===== src/rtl/ttt_turn_sequencer.sv =====
// Tic-tac-toe turn sequencer: owns the board, alternates player and AI moves, detects win/draw.
// Optional AI timeout fallback is built when TTT_AI_TIMEOUT_EN is defined.
module ttt_turn_sequencer #(
  parameter int AI_SETTLE  = 2,
  parameter int AI_TIMEOUT = 8,
  parameter int CNT_W      = 4
) (
  input  logic        clk,
  input  logic        reset,
  input  logic        new_game,
  input  logic        p_valid,
  input  logic [3:0]  p_pos,
  output logic        p_ready,
  input  logic        ai_valid,
  input  logic [3:0]  ai_pos,
  output logic [17:0] board,
  output logic        ai_turn,
  output logic        game_over,
  output logic [1:0]  winner,
  output logic        illegal,
  output logic        ai_err,
  output logic        fallback
);

  typedef enum logic [2:0] {
    S_P_TURN,
    S_EVAL_P,
    S_AI_WAIT,
    S_AI_SAMPLE,
    S_EVAL_AI,
    S_OVER
  } state_t;

  localparam logic [1:0] MARK_PLAYER = 2'b01;
  localparam logic [1:0] MARK_AI     = 2'b10;
  localparam logic [1:0] WIN_NONE    = 2'b00;
  localparam logic [1:0] WIN_DRAW    = 2'b11;

  if ((AI_SETTLE >= (1 << CNT_W)) || (AI_TIMEOUT > (1 << CNT_W))) begin : g_cnt_w_check
    $error("CNT_W too narrow for AI_SETTLE/AI_TIMEOUT");
  end

  // Positions outside 1..9 read back as occupied so they fail the legality test.
  function automatic logic [1:0] cell_of(input logic [17:0] b, input logic [3:0] pos);
    cell_of = 2'b11;
    for (int k = 1; k <= 9; k++) begin
      if (pos == 4'(k)) cell_of = b[2*(k-1) +: 2];
    end
  endfunction

  function automatic logic [17:0] with_cell(input logic [17:0] b, input logic [3:0] pos,
                                            input logic [1:0] mark);
    with_cell = b;
    for (int k = 1; k <= 9; k++) begin
      if (pos == 4'(k)) with_cell[2*(k-1) +: 2] = mark;
    end
  endfunction

  function automatic logic has_line(input logic [17:0] b, input logic [1:0] mark);
    logic [9:1] h;
    for (int k = 1; k <= 9; k++) h[k] = (b[2*(k-1) +: 2] == mark);
    has_line = (h[1] & h[2] & h[3]) | (h[4] & h[5] & h[6]) | (h[7] & h[8] & h[9]) |
               (h[1] & h[4] & h[7]) | (h[2] & h[5] & h[8]) | (h[3] & h[6] & h[9]) |
               (h[1] & h[5] & h[9]) | (h[3] & h[5] & h[7]);
  endfunction

  function automatic logic is_full(input logic [17:0] b);
    is_full = 1'b1;
    for (int k = 1; k <= 9; k++) begin
      if (b[2*(k-1) +: 2] == 2'b00) is_full = 1'b0;
    end
  endfunction

`ifdef TTT_AI_TIMEOUT_EN
  function automatic logic [3:0] lowest_empty(input logic [17:0] b);
    lowest_empty = 4'd0;
    for (int k = 9; k >= 1; k--) begin
      if (b[2*(k-1) +: 2] == 2'b00) lowest_empty = 4'(k);
    end
  endfunction
`endif

  state_t           r_state;
  state_t           w_state_nxt;
  logic [17:0]      r_board;
  logic [17:0]      w_board_nxt;
  logic [1:0]       r_winner;
  logic [1:0]       w_winner_nxt;
  logic [CNT_W-1:0] r_cnt;
  logic [CNT_W-1:0] w_cnt_nxt;
  logic             r_illegal;
  logic             w_illegal_nxt;
  logic             r_ai_err;
  logic             w_ai_err_nxt;
`ifdef TTT_AI_TIMEOUT_EN
  logic             r_fallback;
  logic             w_fallback_nxt;
`endif
  logic             w_p_legal;
  logic             w_ai_legal;

  assign w_p_legal  = (cell_of(r_board, p_pos) == 2'b00);
  assign w_ai_legal = (cell_of(r_board, ai_pos) == 2'b00);

  always_comb begin
    w_state_nxt   = r_state;
    w_board_nxt   = r_board;
    w_winner_nxt  = r_winner;
    w_cnt_nxt     = r_cnt;
    w_illegal_nxt = 1'b0;
    w_ai_err_nxt  = 1'b0;
`ifdef TTT_AI_TIMEOUT_EN
    w_fallback_nxt = 1'b0;
`endif
    if (new_game) begin
      w_state_nxt  = S_P_TURN;
      w_board_nxt  = '0;
      w_winner_nxt = WIN_NONE;
      w_cnt_nxt    = '0;
    end else begin
      case (r_state)
        S_P_TURN: begin
          if (p_valid) begin
            if (w_p_legal) begin
              w_board_nxt = with_cell(r_board, p_pos, MARK_PLAYER);
              w_state_nxt = S_EVAL_P;
            end else begin
              w_illegal_nxt = 1'b1;
            end
          end
        end
        S_EVAL_P: begin
          if (has_line(r_board, MARK_PLAYER)) begin
            w_winner_nxt = MARK_PLAYER;
            w_state_nxt  = S_OVER;
          end else if (is_full(r_board)) begin
            w_winner_nxt = WIN_DRAW;
            w_state_nxt  = S_OVER;
          end else begin
            w_cnt_nxt   = CNT_W'(AI_SETTLE);
            w_state_nxt = S_AI_WAIT;
          end
        end
        // The AI needs a few cycles to see the new board before its suggestion is trusted.
        S_AI_WAIT: begin
          if (r_cnt <= CNT_W'(1)) begin
            w_cnt_nxt   = '0;
            w_state_nxt = S_AI_SAMPLE;
          end else begin
            w_cnt_nxt = r_cnt - CNT_W'(1);
          end
        end
        S_AI_SAMPLE: begin
          if (ai_valid && w_ai_legal) begin
            w_board_nxt = with_cell(r_board, ai_pos, MARK_AI);
            w_cnt_nxt   = '0;
            w_state_nxt = S_EVAL_AI;
          end else begin
            w_ai_err_nxt = ai_valid;
`ifdef TTT_AI_TIMEOUT_EN
            if (r_cnt >= CNT_W'(AI_TIMEOUT - 1)) begin
              w_board_nxt    = with_cell(r_board, lowest_empty(r_board), MARK_AI);
              w_fallback_nxt = 1'b1;
              w_cnt_nxt      = '0;
              w_state_nxt    = S_EVAL_AI;
            end else begin
              w_cnt_nxt = r_cnt + CNT_W'(1);
            end
`endif
          end
        end
        S_EVAL_AI: begin
          if (has_line(r_board, MARK_AI)) begin
            w_winner_nxt = MARK_AI;
            w_state_nxt  = S_OVER;
          end else if (is_full(r_board)) begin
            w_winner_nxt = WIN_DRAW;
            w_state_nxt  = S_OVER;
          end else begin
            w_state_nxt = S_P_TURN;
          end
        end
        S_OVER: begin
          w_state_nxt = S_OVER;
        end
        default: begin
          w_state_nxt = S_P_TURN;
        end
      endcase
    end
  end

  always_ff @(posedge clk or posedge reset) begin
    if (reset) begin
      r_state   <= S_P_TURN;
      r_board   <= '0;
      r_winner  <= WIN_NONE;
      r_cnt     <= '0;
      r_illegal <= 1'b0;
      r_ai_err  <= 1'b0;
    end else begin
      r_state   <= w_state_nxt;
      r_board   <= w_board_nxt;
      r_winner  <= w_winner_nxt;
      r_cnt     <= w_cnt_nxt;
      r_illegal <= w_illegal_nxt;
      r_ai_err  <= w_ai_err_nxt;
    end
  end

`ifdef TTT_AI_TIMEOUT_EN
  always_ff @(posedge clk or posedge reset) begin
    if (reset) r_fallback <= 1'b0;
    else       r_fallback <= w_fallback_nxt;
  end
  assign fallback = r_fallback;
`else
  assign fallback = 1'b0;
`endif

  assign board     = r_board;
  assign winner    = r_winner;
  assign illegal   = r_illegal;
  assign ai_err    = r_ai_err;
  assign p_ready   = (r_state == S_P_TURN);
  assign ai_turn   = (r_state == S_AI_WAIT) || (r_state == S_AI_SAMPLE);
  assign game_over = (r_state == S_OVER);

endmodule


===== config.mk =====
export PLATFORM = sky130hd
export DESIGN_NAME = ttt_turn_sequencer
export DESIGN_NICKNAME = d
export VERILOG_FILES = /design/src/rtl/ttt_turn_sequencer.sv
export SDC_FILE = /design/constraint.sdc
export NUM_CORES = 1
export LEC_CHECK = 0
export ABC_CLOCK_PERIOD_IN_PS = 3200
export CAP_MARGIN = 10
export CELL_PAD_IN_SITES_DETAIL_PLACEMENT = 1
export CELL_PAD_IN_SITES_GLOBAL_PLACEMENT = 1
export CORE_ASPECT_RATIO = 1.2
export CORE_MARGIN = 2
export CORE_UTILIZATION = 40
export CTS_CLUSTER_DIAMETER = 60
export DETAILED_ROUTE_END_ITERATION = 10
export GPL_ROUTABILITY_DRIVEN = 0
export HOLD_SLACK_MARGIN = 0.06
export PLACE_DENSITY = 0.9
export SYNTH_ARGS = -nofsm -noshare
export SYNTH_HDL_FRONTEND = slang
export SYNTH_SLANG_ARGS = --single-unit

===== constraint.sdc =====
create_clock -name clk -period 3.2 [get_ports clk]
set_input_delay 0.96 -clock clk [delete_from_list [all_inputs] [get_ports clk]]
set_output_delay 0.96 -clock clk [all_outputs]
set_load 0.02 [all_outputs]

---- After elaboration in Yosys (flattened, before gate mapping) ----
Cells that the tools add are included.
word-level totals
  flip-flop bits (word level) ............. 29
  latch bits .............................. 0
  memory bits (writable) .................. 0
  ROM bits ................................ 0
  bits of input ports ..................... 13
  memories kept ........................... 0
operators by class
  $add $sub $neg .......................... 1
  $mul .................................... 0
  divide/modulo/power cells ............... 0
  $lt $le $gt $ge ......................... 1
  equal/unequal tests ..................... 67
  shift-type cells ........................ 0
  muxes and demuxes ....................... 85
  bitwise logic cells ..................... 46
  reductions and logical operators ........ 29
operators with widths
  cell                                                    count
  two-way mux 2 bit                                       41
  two-way mux 18 bit                                      4
  AND reduction 6 bit                                     9
  inequality test 3 bit (second input constant)           14
  case mux 18 bit (2 select lines)                        1
  bitwise AND 1 bit                                       32
  == test 4 x 3 -> 1 bit (second input constant)          8
  inequality test 3 x 2 -> 1 bit (second input constant)  10
  two-way mux 3 bit                                       9
  zero test 2 bit                                         11
  two-way mux 1 bit                                       22
  two-way mux 4 bit                                       5
  == test 2 x 1 -> 1 bit (second input constant)          9
  == test 2 bit (second input constant)                   9
  case mux 3 bit (6 select lines)                         1
  == test 4 x 2 -> 1 bit (second input constant)          4
  == test 4 bit (second input constant)                   4
  OR 1 bit                                                14
  case mux 4 bit (3 select lines)                         1
  == test 4 x 1 -> 1 bit (second input constant)          2
  inequality test 4 bit (second input constant)           2
  AND reduction 4 bit                                     2
  == test 3 x 2 -> 1 bit (second input constant)          2
  == test 3 bit (second input constant)                   2
  other kinds (10)                                        11

---- Logic depth before layout (Yosys ltp) ----
  depth in word-level cells ............... 17
  depth in mapped cells ................... 9
  gate-level depth less buffers ........... 8

---- Least setup slack after synthesis ----
Ideal clock, no wire load.
  path kind ............................... in2reg
  start point ............................. input port ai_pos[3]
  end point ............................... register r_board[5] (netlist: board[5])
  setup time .............................. 0.128 ns
  arrival ................................. 2.892 ns
  path slack .............................. 0.180 ns
  stages on the path ...................... 9
  path buffers ............................ 2
  cell sequence ........................... buf_6 -> nor4b_2 -> a221oi_1 -> a211oi_2 -> a21oi_1 -> or2_1 -> buf_6 -> or4_4 -> mux2_1
on the way
  cells in the longest elaborated chain, start to end .. 14
ends and longest elaborated chain
  what                             RTL line  RTL
  from (decl)                      15        input logic [3:0] ai_pos,
  == test 4 x 1 -> 1 bit           47        if (pos == 4'(k)) cell_of = b[2*(k-1) +: 2];
  two-way mux 2 bit (9 in series)  47
  zero test 2 bit                  103       assign w_ai_legal = (cell_of(r_board, ai_pos) == 2'b00);
  logical AND 1 bit                154       if (ai_valid && w_ai_legal) begin
  inequality test 3 bit (no line)  -
  AND reduction 6 bit (no line) *  -
  to (signal assigned)             203       r_board <= w_board_nxt;
  to (decl)                        85        logic [17:0] r_board;
Mark *: on every way between the ends. The rest lies on a longest branch, timed or not.
A chain may end at the register's enable or synchronous reset.

---- Worst setup path in the final report ----
  start point ............................. input port ai_pos[0]
  end point ............................... register r_board[12] (netlist: board[12])
The elaborated chain is that of the path after synthesis.

==> results.md <==
* Fraction of synthesis flops using an asynchronous set or reset pin at 100%
* Cell at the root of the clock tree: clkbuf_8
* Required @ worst endpoint at 3.37 ns
* Register area share after synthesis at between 30% and 40%
* Combined global-route utilization of all metal layers at 32.4%
* Worst IR drop on VDD at approximately 0.26 mV
* Commonest non-fill, non-tap cell in the layout: buf_4
* Area of combinational cells with multiple inputs at 0.00150 mm^2
* Worst Setup Slack post-DPL at -0.477 ns
* # fillers at roughly 670
* Number of nets with antenna violations after routing at 0
* Iter 0 DRT Violations at between 150 and 200
* First-pass GRT wire length at 15500 um
* Clock tree from TritonCTS: done
* Leftover overflow at the end of global routing at 0
* Clock latency at the later pin of the worst-skew pair at 0.29 ns
* Placement Cell Area at slightly below 0.003 mm^2
* Finished layout cell area at 0.00315 mm^2
* Total wirelength of the detailed-routed design at ~9400 um
* Max-capacitance violation count at 0
* Leakage power of the design at 0.00134 uW
* Drt pass-1 iters at 4
* Number of primary I/O pins at 39
* Final worst-path setup slack at 0.0894 ns
* Top_reg_cell synth: dfrtp_1
* Max transition margin at roughly 53%
* Vert. Die Dim at between 80 and 90 um
* Most utilized layer in the global route result: met2
* Kind of launch point of the worst setup path: primary input
* Crit-path max FO at 8
* Total CTS buffers at 5
* Max Clk Rate at ~320 MHz
* Routing usage on met1 at between 30% and 40%
* Pin count of the biggest net entering global routing at 30
* CTS sink count at 29
* Final HPWL DP at 6240 um
* Hold/Removal Path Class: reg2reg
* Net count after synthesis at 280
* Hold-fix buffers, CTS at 0
* Relative area change from synthesis to final layout at 37.9%
* Status: finished, final reports clean
* Total Nets Final at between 300 and 400
* Initial antenna violation count at 0
* RSZ-0062 raised after global routing: no
* Starting density of the core at 40.9%
* Area share of the largest cell type after synthesis at 31.8%
* Remaining DRCs at 0
* Vias per Instance at approximately 6.4
* Least-Margin Pin Slew at just over 0.7 ns
* Pwr/cell area at 841 mW/mm^2
* GR Layer Usage met2 at between 50% and 60%
* Rows at 30
* Signal arrival time at the worst endpoint at about 3.3 ns
* Cell area after technology mapping at between 0.002 and 0.0025 mm^2
* Share of the clock period used by the worst path at ~100%
* Number of global-route vias before repair at around 2800
* Post-layout power at 2650 uW
* Storage element area at between 700 and 800 um^2
* Proportion of synthesized area in mux cells at roughly a tenth
* Clock Skews at around 0.0090 ns
* Cell accounting for the most synthesized area: dfrtp_1
* Time the worst path needs with I/O delays and setup at between 3 and 4 ns
* CORE AREA at roughly 0.0056 mm^2
* Count of cell types in the netlist at 53
* Critical path start-end classification: in2reg
* Adder and majority cell fraction of the synthesized area at around 1.1%
* Register-to-register path setup slack at between 0.5 and 0.6 ns
* Floorplan die area at 0.00633 mm^2
* Yosys Warn Count at 0
* Fraction of layout instances using a drive strength above 1 at between 20 and 25%
* Setup TNS at 0 ns
* Basic-gate share of the synthesized area counting and, or, nand and nor cells at approximately a third
* Post-synth EDFFs at 0
* Avg Cell Area, Syn at ~8.6 um^2
* Largest family of logic cells by synthesized area: simple AND/OR/NAND/NOR gates
* Clock transition time at the flip-flop clock pins of the worst setup and hold paths at 0.07 ns
* GR Util met3 at 8.26%
* Slew Limit Fails at 0
* Synthesized instance count at roughly 270
* Hold Fails Final Rpt at 0
* Antenna diode count at 0
* Endpoint type of the worst setup path: flip-flop
* Number of buffers added on ports at 37
* WL per Instance at between 20 and 25 um
* Number of buffers on the longest clock path at 2
* Final setup violating endpoints at 0
* Compound-Gate Fraction of Synth Area at between 10% and 20%
* Yosys reg bits at 29
* Total number of H-tree levels at 2
* Xor/xnor cell area share of the yosys netlist at less than 1%
* Chip Width at 73.0 um
* Routed via count at about 2600
* Leading post-synthesis cells by cell area: dfrtp_1, a21oi_1, nor3_1
* Most frequent cells in the layout: buf_4, clkdlybuf4s50_1, dfrtp_1
through the flow:
| stage | hold slack (ns) | util [%] | std cells |
|---|---|---|---|
| floorplan | 0.451 | - | 265 |
| global placement | 0.480 | 52.7 | 391 |
| detailed placement | 0.486 | 52.7 | 391 |
| CTS | 0.496 | 56.3 | 400 |
| global route | 0.529 | 56.3 | 400 |
| finish | 0.492 | 56.3 | 400 |
flip-flops by register name (all words and copies together) (netlist names):
signal and count:
board 18, r_cnt 4, r_state 3, winner 2
ai_err 1, illegal 1
timing repair:
action,in CTS,in global routing
resized for setup,19,3
pin swaps,2,0
endpoints found under the hold margin,0,0
buffers inserted,1,0
endpoints found under the setup margin,18,16
metal layers:
metal	vias to the layer above	share of wire (%)
met1	1253	39
met5	-	0
met3	47	6.0
met2	115	49
li1	1146	-
met4	0	6.5
critical path: stages:
cell	delay, ns
dlygate4sd2_1	0.30
nor4b_4	0.35
a221oi_2	0.13
a211oi_2	0.22
a21oi_1	0.13
or2_4	0.31
or4_4	0.52
mux2_1	0.35
logic make-up after synthesis:
family,Yosys count
buffers and inverters,24
adders and majority gates,2
xor gates and xnor gates,1
and+or+nand+nor,118
other,1
AOI/OAI and AO/OA,71
muxes,19
DFF,29
worst paths after layout:
path                            cells after the start   endpoint       from
max in group asynchronous                           3   board[3]      reset
worst max register to register                      7  board[12]   board[5]
worst min register to register                      1   r_cnt[3]   r_cnt[3]
min in group asynchronous                           3    illegal      reset
worst min-delay path                                1   r_cnt[3]   r_cnt[3]
worst max-delay path                                8  board[12]  ai_pos[0]
where the power goes:
part           internal (uW)  leakage (uW)  switching [uW]
sequential               476      0.000378             249
clock                    309     0.0000681             162
combinational            713      0.000896             740
area by class of cell:
class                           count  area share, %
Multi-Input combinational cell    212           47.7
Sequential cell                    29           23.0
Timing Repair Buffer               78           21.4
Tap cell                           64           2.54
Clock buffer                        5           2.18
Clock inverter                      3           2.07
Inverter                            9           1.07
cell usage after synthesis, drive strengths merged (8+ instances only):
cell type and number:
a21oi 21, buf 8, dfrtp 29, inv 9, mux2 15, nand2 15
nand2b 14, nor2 20, nor2b 9, nor3 18, nor4bb 9, o21ai 15
No activity file was read; power rests on OpenSTA's default activity.
